<file path="src/rtl/snake_engine.sv">
// snake_engine: grid snake with circular body buffer, growth, wall/self collision and pixel hit queries
// Ports: uclk/rst (async active-low) clock and reset; step move tick; accion direction request
//   (0 none, 1 up, 2 down, 3 left, 4 right); fruit_x/fruit_y fruit cell; PixelX/PixelY pixel query;
//   head_x/head_y head cell; length segment count; comer eat pulse; game_over collision pulse;
//   state FSM code (0 idle, 1 run, 2 dead); pix_head/pix_body registered pixel hit results.
module snake_engine #(
  parameter int GRID_W     = 100,
  parameter int GRID_H     = 75,
  parameter int CELL_LOG2  = 3,
  parameter int MAX_LEN    = 32,
  parameter int INIT_X     = 4,
  parameter int INIT_Y     = 4,
  parameter int WRAP       = 0,
  parameter int DEAD_TICKS = 4,
  parameter int XW         = $clog2(GRID_W),
  parameter int YW         = $clog2(GRID_H),
  parameter int LW         = $clog2(MAX_LEN + 1)
) (
  input  logic          uclk,
  input  logic          rst,
  input  logic          step,
  input  logic [2:0]    accion,
  input  logic [XW-1:0] fruit_x,
  input  logic [YW-1:0] fruit_y,
  input  logic [10:0]   PixelX,
  input  logic [10:0]   PixelY,
  output logic [XW-1:0] head_x,
  output logic [YW-1:0] head_y,
  output logic [LW-1:0] length,
  output logic          comer,
  output logic          game_over,
  output logic [1:0]    state,
  output logic          pix_head,
  output logic          pix_body
);
  localparam int PW = (MAX_LEN > 1) ? $clog2(MAX_LEN) : 1;
  localparam int DW = $clog2(DEAD_TICKS + 1);
  typedef enum logic [1:0] {IDLE = 2'd0, RUN = 2'd1, DEAD = 2'd2} state_t;
  state_t st, st_n;
  logic [2:0] dir, dir_n, d;
  logic [XW-1:0] hx, hx_n, nx;
  logic [YW-1:0] hy, hy_n, ny;
  logic [XW-1:0] bx [MAX_LEN];
  logic [YW-1:0] by [MAX_LEN];
  logic [LW-1:0] len, len_n;
  logic [PW-1:0] ptr, ptr_n, i;
  logic [DW-1:0] dcnt, dcnt_n;
  logic [10:0] cx, cy;
  logic valid, rev, wall, eat, self_hit, body, wr, comer_n, go_n, in_grid, hmatch;

  assign cx = PixelX >> CELL_LOG2;
  assign cy = PixelY >> CELL_LOG2;
  assign in_grid = cx < 11'(GRID_W) && cy < 11'(GRID_H);
  assign hmatch = cx == 11'(hx) && cy == 11'(hy);

  // A request takes effect on the same step it arrives with; reversal is only blocked once there is a body.
  always_comb begin
    valid = accion >= 3'd1 && accion <= 3'd4;
    rev = (dir == 3'd1 && accion == 3'd2) || (dir == 3'd2 && accion == 3'd1) ||
          (dir == 3'd3 && accion == 3'd4) || (dir == 3'd4 && accion == 3'd3);
    d = (valid && st != DEAD && !(len > LW'(1) && rev)) ? accion : dir;
    wall = (d == 3'd3 && hx == '0) || (d == 3'd4 && hx == XW'(GRID_W - 1)) ||
           (d == 3'd1 && hy == '0) || (d == 3'd2 && hy == YW'(GRID_H - 1));
    nx = d == 3'd3 ? (hx == '0 ? XW'(GRID_W - 1) : hx - 1'b1) :
         d == 3'd4 ? (hx == XW'(GRID_W - 1) ? '0 : hx + 1'b1) : hx;
    ny = d == 3'd1 ? (hy == '0 ? YW'(GRID_H - 1) : hy - 1'b1) :
         d == 3'd2 ? (hy == YW'(GRID_H - 1) ? '0 : hy + 1'b1) : hy;
    eat = nx == fruit_x && ny == fruit_y;
  end

  // Segment k sits at (ptr-k) mod MAX_LEN; the tail only blocks the move when eating keeps it in place.
  always_comb begin
    self_hit = 1'b0;
    body = 1'b0;
    i = '0;
    for (int k = 0; k < MAX_LEN; k++) begin
      i = PW'((int'(ptr) + MAX_LEN - k) % MAX_LEN);
      if (k < int'(len)) begin
        if ((k < int'(len) - 1 || eat) && bx[i] == nx && by[i] == ny) self_hit = 1'b1;
        if (k > 0 && 11'(bx[i]) == cx && 11'(by[i]) == cy) body = 1'b1;
      end
    end
  end

  always_comb begin
    st_n = st;
    dir_n = d;
    hx_n = hx;
    hy_n = hy;
    len_n = len;
    ptr_n = ptr;
    dcnt_n = dcnt;
    comer_n = 1'b0;
    go_n = 1'b0;
    wr = 1'b0;
    if (st == IDLE && valid) st_n = RUN;
    if (st == RUN && step) begin
      if ((wall && WRAP == 0) || self_hit) begin
        go_n = 1'b1;
        st_n = DEAD;
      end else begin
        wr = 1'b1;
        ptr_n = (ptr == PW'(MAX_LEN - 1)) ? '0 : ptr + 1'b1;
        hx_n = nx;
        hy_n = ny;
        comer_n = eat;
        if (eat && len < LW'(MAX_LEN)) len_n = len + 1'b1;
      end
    end
    if (st == DEAD && step) begin
      if (dcnt == DW'(DEAD_TICKS - 1)) begin
        st_n = IDLE;
        dcnt_n = '0;
        hx_n = XW'(INIT_X);
        hy_n = YW'(INIT_Y);
        len_n = LW'(1);
        dir_n = 3'd4;
        ptr_n = '0;
      end else begin
        dcnt_n = dcnt + 1'b1;
      end
    end
  end

  always_ff @(posedge uclk or negedge rst) begin
    if (!rst) begin
      st <= IDLE;
      dir <= 3'd4;
      hx <= XW'(INIT_X);
      hy <= YW'(INIT_Y);
      len <= LW'(1);
      ptr <= '0;
      dcnt <= '0;
      comer <= 1'b0;
      game_over <= 1'b0;
      pix_head <= 1'b0;
      pix_body <= 1'b0;
    end else begin
      st <= st_n;
      dir <= dir_n;
      hx <= hx_n;
      hy <= hy_n;
      len <= len_n;
      ptr <= ptr_n;
      dcnt <= dcnt_n;
      comer <= comer_n;
      game_over <= go_n;
      pix_head <= in_grid && hmatch;
      pix_body <= in_grid && !hmatch && body;
    end
  end

  // The slot at ptr is refreshed with the head whenever no move happens, so the buffer needs no reset
  // and always holds the head at ptr before the first move after reset or re-init.
  always_ff @(posedge uclk) begin
    if (wr) begin
      bx[ptr_n] <= nx;
      by[ptr_n] <= ny;
    end else begin
      bx[ptr] <= hx;
      by[ptr] <= hy;
    end
  end

  assign head_x = hx;
  assign head_y = hy;
  assign length = len;
  assign state = st;
endmodule

</file>
<file path="config.mk">
export PLATFORM = sky130hd
export DESIGN_NAME = snake_engine
export DESIGN_NICKNAME = d
export VERILOG_FILES = /design/src/rtl/snake_engine.sv
export SDC_FILE = /design/constraint.sdc
export NUM_CORES = 2
export LEC_CHECK = 0
export ABC_AREA = 0
export BUFFER_PORTS_ARGS = -buffer_cell sky130_fd_sc_hd__buf_2
export CAP_MARGIN = 15
export CORE_MARGIN = 5
export CORE_UTILIZATION = 35
export CTS_CLUSTER_DIAMETER = 120
export DETAILED_ROUTE_END_ITERATION = 10
export HOLD_SLACK_MARGIN = 0.05
export PLACE_DENSITY_LB_ADDON = 0.12
export SYNTH_ARGS = -nofsm -noshare
export SYNTH_HDL_FRONTEND = slang
export SYNTH_SLANG_ARGS = --single-unit
</file>
<file path="constraint.sdc">
create_clock -name uclk -period 8.1 [get_ports uclk]
set_input_delay 1.62 -clock uclk [delete_from_list [all_inputs] [get_ports uclk]]
set_output_delay 1.62 -clock uclk [all_outputs]
set_load 0.02 [all_outputs]
</file>
### Yosys cells after proc, flatten, opt, wreduce, memory -nomap -nowiden

Memories as Yosys holds them, arrays and structs flattened.
Index checks and enable logic that the tools add are counted.

| word-level totals | value |
|---|---|
| bits in registers | 37 |
| memory bits (writable) | 448 |
| input port bits | 42 |
| output and inout port bits | 26 |
| word-level logic and storage cells | 611 |
| memories kept | 2 |

| operators by class | value |
|---|---|
| add/sub/neg operators | 40 |
| $lt $le $gt $ge | 70 |
| eq/ne operators | 149 |
| mux-type cells | 176 |
| reduce and logical (&&, ||, !) cells | 163 |

Memories:

| memory | words | width | rd ports | clocked after memory_dff | write ports | RTL line | text |
|---|---|---|---|---|---|---|---|
| bx | 32 | 7 | 32 | 0 | 1 | 43 | `logic [XW-1:0] bx [MAX_LEN];` |
| by | 32 | 7 | 32 | 0 | 1 | 44 | `logic [YW-1:0] by [MAX_LEN];` |

Operators with widths:

| kind | number |
|---|---|
| $eq A7 B8 Y1 | 62 |
| $eq A7 B7 Y1 | 66 |
| $mux W1 | 137 |
| $mux W7 | 18 |
| $logic_and A1 B1 Y1 | 117 |
| $lt A6 B7 Y1 const A | 16 |
| $lt A5 B6 Y1 const A | 16 |
| $sub A5 B5 Y5 const B | 17 |
| $lt A5 B7 Y1 const A | 8 |
| $lt A4 B6 Y1 const A | 8 |
| $sub A5 B4 Y5 const B | 8 |
| $logic_or A1 B1 Y1 | 39 |
| $mux W5 | 7 |
| $mux W6 | 5 |
| $lt A4 B7 Y1 const A | 4 |
| $lt A3 B6 Y1 const A | 4 |
| $eq A3 B2 Y1 const B | 7 |
| $sub A5 B3 Y5 const B | 4 |
| $eq A8 B7 Y1 | 2 |
| $lt A8 B7 Y1 const B | 2 |
| $add A7 B1 Y7 const B | 2 |
| $eq A7 B7 Y1 const B | 2 |
| $logic_not A7 Y1 | 2 |
| $lt A3 B7 Y1 const A | 2 |
| other kinds (25) | 43 |

### Longest topological paths before layout

| logic depth | value |
|---|---|
| word-level depth | 87 |
| mapped depth | 30 |
| depth with buffers taken out | 19 |

### Worst setup path after synthesis

No wires, ideal clock.

| path | value |
|---|---|
| kind | reg-to-reg |
| start | register ptr[2] |
| end | memory bx[0][0] in the netlist's numbering, data pin |
| library setup time | 390 ps |
| data arrival time | 7473 ps |
| data required time | 7710 ps |
| slack | 237 ps |
| cell stages (with the launch flop) | 24 |
| buffers on the path | 11 |
| cells stage by stage | dfrtp_1 -> buf_2 -> inv_2 -> buf_1 -> clkbuf_1 -> clkbuf_1 -> buf_2 -> ha_1 -> buf_2 -> buf_2 -> buf_2 -> buf_1 -> clkbuf_1 -> mux4_2 -> mux2i_1 -> xnor2_1 -> nor4_1 -> a22oi_1 -> or3b_1 -> a2111oi_4 -> nand3_4 -> nor3_4 -> buf_6 -> mux2i_1 |

| on the way | value |
|---|---|
| longest elaborated chain between the ends | 75 |
| elaborated cells on any way between the ends | 232 |

Ends and longest elaborated chain:

| element | RTL line | text |
|---|---|---|
| start, declared | 46 | `logic [PW-1:0] ptr, ptr_n, i;` |
| start signal, assigned | 144 | `ptr <= ptr_n;` |
| $add A5 B1 Y5 (*) | 77 | `i = PW'((int'(ptr) + MAX_LEN - k) % MAX_LEN);` |
| parallel branches: the longest is 67 deep, another holds $mem_v2 Z32 W7 | - |  |
| $mux W1 (*) | 78 | `if (k < int'(len)) begin` |
| $logic_or A1 B1 Y1 (*) | 98 | `if ((wall && WRAP == 0) \|\| self_hit) begin` |
| $mux W1 (*) | 98 |  |
| $mux W1 (*) | 97 | `if (st == RUN && step) begin` |
| $mux W1 (not written as such) (*) | 160 | `bx[ptr] <= hx;` |
| $reduce_or A7 Y1 (no line) (*) | - |  |
| $mux W7 (no line) (*) | - |  |
| end, declared | 43 |  |

Mark *: on every way between the ends.

### Worst setup path after layout

| path | value |
|---|---|
| start | input accion[1] |
| end | memory by[8][1] in the netlist's numbering, enable pin |

| on the way | value |
|---|---|
| longest elaborated chain between the ends | 87 |
| elaborated cells on any way between the ends | 274 |

Ends and longest elaborated chain:

| element | RTL line | text |
|---|---|---|
| start, declared | 22 | `input logic [2:0] accion,` |
| $eq A3 B2 Y1 or $eq A3 B1 Y1 (tied branches) | 59 | `rev = (dir == 3'd1 && accion == 3'd2) \|\| (dir == 3'd2 && accion == 3'd1) \|\|` |
| $logic_and A1 B1 Y1 | 59 |  |
| $logic_or A1 B1 Y1 (2 in a row) | 59 |  |
| $logic_or A1 B1 Y1 | 60 | `(dir == 3'd3 && accion == 3'd4) \|\| (dir == 3'd4 && accion == 3'd3);` |
| $logic_and A1 B1 Y1 | 61 | `d = (valid && st != DEAD && !(len > LW'(1) && rev)) ? accion : dir;` |
| $logic_not A1 Y1 | 61 |  |
| $logic_and A1 B1 Y1 | 61 |  |
| $mux W3 (*) | 61 |  |
| (+70 left out) | - |  |
| $mux W1 | 79 | `if ((k < int'(len) - 1 \|\| eat) && bx[i] == nx && by[i] == ny) self_hit = 1'b1;` |
| $mux W1 | 78 |  |
| $logic_or A1 B1 Y1 (*) | 98 |  |
| $mux W1 or $mux W5 (tied branches) | 98 |  |
| $mux W1 or $mux W5 (tied branches) | 97 |  |
| $mux W1 (not written as such) (tied with other cells) | 161 | `by[ptr] <= hy;` |
| $reduce_or A7 Y1 (no line) (tied with other cells) | - |  |
| $mux W5 (no line) or $mux W1 (tied branches) | - |  |
| end, declared | 44 |  |

Mark *: on every way between the ends. The rest lies on a longest branch, timed or not.

==> summary.md <==
| Metric | Value |
|---|---|
| CTS sink count | 485 |
| Initial DRC Count | 9604 |
| Post-DP HPWL | 342.0 mm |
| Minimum clock period | 8055 ps |
| Mapped cell area | 59470 µm² |
| Rows | 151 |
| Crit path DAT | 8460 ps |
| Cell count after synthesis | 5444 |
| Clock Tree Buf Depth | 3 |
| Syn-to-layout area delta | 22.25% |
| Die X | 422.2 µm |
| Dpl cell area | 70690 µm² |
| CTS clk-pin slew, worst paths | 60 ps |
| Syn nets | 5509 |
| Yosys cell types | 113 |
| GRT Overall Usage | 44.70% |
| RSZ-0062 raised after global routing | false |
| Share of cells above drive strength 1 | 35.62% |
| Slew Limit Fails | 0 |
| Hold Fails Final Rpt | 0 |
| Die span in y | 422.2 µm |
| Min Hold Slack | 504.3 ps |
| Root Buffer | clkbuf_16 |
| Slowest stage delay, CP | 890 ps |
| Cell at the slowest stage of the critical path | nor3_1 |
| Hold buffers post-CTS | 0 |
| Latest clock arrival within the worst-skew pair | 740 ps |
| FFs w/ async S/R, synth | 7.629% |
| Startpoint Class | primary input |
| Setup violations, final | 0 |
| FF+latch area | 14400 µm² |
| Antenna Nets Post-Route | 0 |
| Die area | 178300 µm² |
| Vias | 58060 |
| Total CTS buffers | 57 |
| Final Wtd Congestion | 1.102 |
| Setup TNS | 0 ps |
| Yosys reg bits | 485 |
| IO Count | 68 |
| Worst Path Buf+Inv | 9 |
| Area occupied by multi-input gates | 43310 µm² |
| CTS tree | built |
| Max-cap violations | 0 |
| Final Skew | 48.13 ps |
| Post-route DRC | 0 |
| Synth Flop Type | edfxtp_1 |
| Global-route wire length before repair | 528.4 mm |
| Initial core utilization | 35.17% |
| Seq/Total Area, Yosys | 24.19% |
| Vias in the first global route | 53150 |
| Hold Path Class | flop to flop |
| Drt first pass iters | 8 |
| Worst setup path class | primary input to flop |
| Final core occ | 42.99% |
| WL/cell | 49.09 µm |
| Postcts setup bufs | 0 |
| Vias per inst | 6.924 |
| Rel. slew slack | 12.14% |
| Final instance area | 72700 µm² |
| Crit path max fanout | 10 |
| Final nets | 6171 |
| CP endpoint kind | flop |
| CTS H-tree lvls | 2 |
| Fmax | 0.1242 GHz |
| Routed wire length | 411.6 mm |
| Avg Inst Size Synth | 10.92 µm² |
| Fillers | 16040 |
| Antenna violations before repair | 23 |
| Area of the core | 169100 µm² |
| Post-cts resize count | 0 |
| Most used cell along the critical path | buf_4 |
| Worst-Margin Slew | 1309 ps |
| Largest net degree at the start of global routing | 86 |
| Synth Warn # | 0 |
| Post-synth EDFFs | 448 |
| Required time of the critical path | 8510 ps |
| I/O Buffers | 61 |
| Global route total overflow | 0 |
| Status | completed |
| Final period util | 99.44% |
| CP delay by family, top | simple AND/OR/NAND/NOR gates |
-- cell families (layout without fill, tap and decap cells) --
kind of cell	after synthesis	after routing	share of synthesized area (%)
buf+inv	526	1233	4.235
xor+xnor	802	802	11.82
other cells	0	16	0
compound gates	855	855	9.485
flops	485	485	24.19
fa+ha+maj	23	23	0.4839
simple gates	1372	1372	11.29
mux	1381	1381	38.50
-- worst paths after layout --
path / from / to / slack [ps] / cells after the start
min in group asynchronous: rst / head_y[6] / 850 / 1
min reg2reg: dcnt[2] / dcnt[2] / 500 / 2
max reg2reg: ptr[1] / by[8][1] / 140 / 25
max in group asynchronous: rst / ptr[3] / 6420 / 2
max: accion[1] / by[8][1] / 50 / 26
min: dcnt[2] / dcnt[2] / 500 / 2
-- flip-flops by register name, summed over array words and instances, names as in the netlist --
name,cells
length,6
pix_head,1
bx,224
dcnt,3
dir,3
comer,1
pix_body,1
ptr,5
game_over,1
head_y,7
head_x,7
by,224
state,2
-- metrics by stage --
stage	std cells	setup WS (ps)
2_1_floorplan	5444	236.8
3_3_place_gp	8264	-431.4
3_5_place_dp	8264	-416.8
4_1_cts	8368	263.2
5_1_grt	8369	8.844
6_report	8385	45.24
-- final cells by class --
type,count,area share (%)
antenna,16,0.05507
sequential,485,19.81
timing repair buffer,1086,13.84
tap,2218,3.817
inverter,43,0.2255
clock inverter,35,0.6351
multi-input combinational,4433,59.57
clock buffer,69,2.053
-- per-layer routing --
layer / GRT usage, % / part of all wire, % / up-vias
met5: 0 / 0.0083 / -
met1: 57.81 / 38 / 30270
met4: 26.87 / 7.6 / 6
li1: - / - / 22770
met3: 15.99 / 13 / 838
met2: 64.02 / 41 / 4172
-- worst reg2reg max path, cell delays in order, from the launching register on --
cell,delay (ps)
dfrtp_4,560
buf_12,290
buf_12,320
buf_4,810
mux4_2,500
mux2_2,290
a21oi_1,230
buf_4,170
mux2_2,410
a211oi_1,100
o32ai_1,340
buf_4,190
nor4_1,80
buf_4,200
nand4_1,260
buf_4,170
or3_1,90
nand4_1,100
nor3_1,270
nand3_4,260
nor3_4,630
buf_4,350
nand4_1,200
buf_12,200
a31oi_4,330
buf_12,240
-- synthesized netlist by cell type, types with 16 or more instances --
cell	n	area share (%)
o211ai_1	23	0.29
nor3_1	89	0.75
or3_1	26	0.27
a21boi_0	16	0.20
xor2_1	292	4.3
a22oi_1	18	0.23
buf_1	64	0.40
nand2b_1	16	0.17
edfxtp_1	448	23
a31oi_1	37	0.39
mux4_2	710	27
dfrtp_1	33	1.4
o21a_1	23	0.29
o21ai_0	174	1.5
a21o_1	17	0.21
nor4_1	111	1.2
and2_1	30	0.32
o22ai_1	38	0.40
mux2_2	137	2.6
nor2_1	343	2.2
buf_4	48	0.61
nand3_1	91	0.77
or4_1	19	0.24
buf_6	18	0.34
clkbuf_1	178	1.1
nand4_1	118	1.2
a211oi_1	37	0.47
inv_1	37	0.23
and3_1	28	0.29
buf_2	174	1.5
xnor2_1	509	7.5
a21oi_1	256	2.2
nand2_1	416	2.6
o2111ai_1	29	0.43
mux2i_1	532	9.0
ha_1	23	0.48
-- cell usage in the layout (no fill, tap or decap), types with 29 or more instances in the layout --
cell type	netlist	final
nand3_1	91	91
buf_12	0	164
xor2_1	292	289
buf_4	48	861
nand4_1	118	118
mux2i_1	532	517
nand2_1	416	414
o21ai_0	174	162
clkbuf_16	0	58
xnor2_1	509	481
mux4_2	710	710
nor4_1	111	101
mux2_2	137	137
edfxtp_1	448	448
nor2_1	343	326
o22ai_1	38	38
a211oi_1	37	37
nor3_1	89	89
a21oi_1	256	253
and2_1	30	29
o2111ai_1	29	29
inv_1	37	36
buf_2	174	60
Power is not shown: default switching activity piles up to over one toggle a cycle in this logic, so the estimate is an artifact.
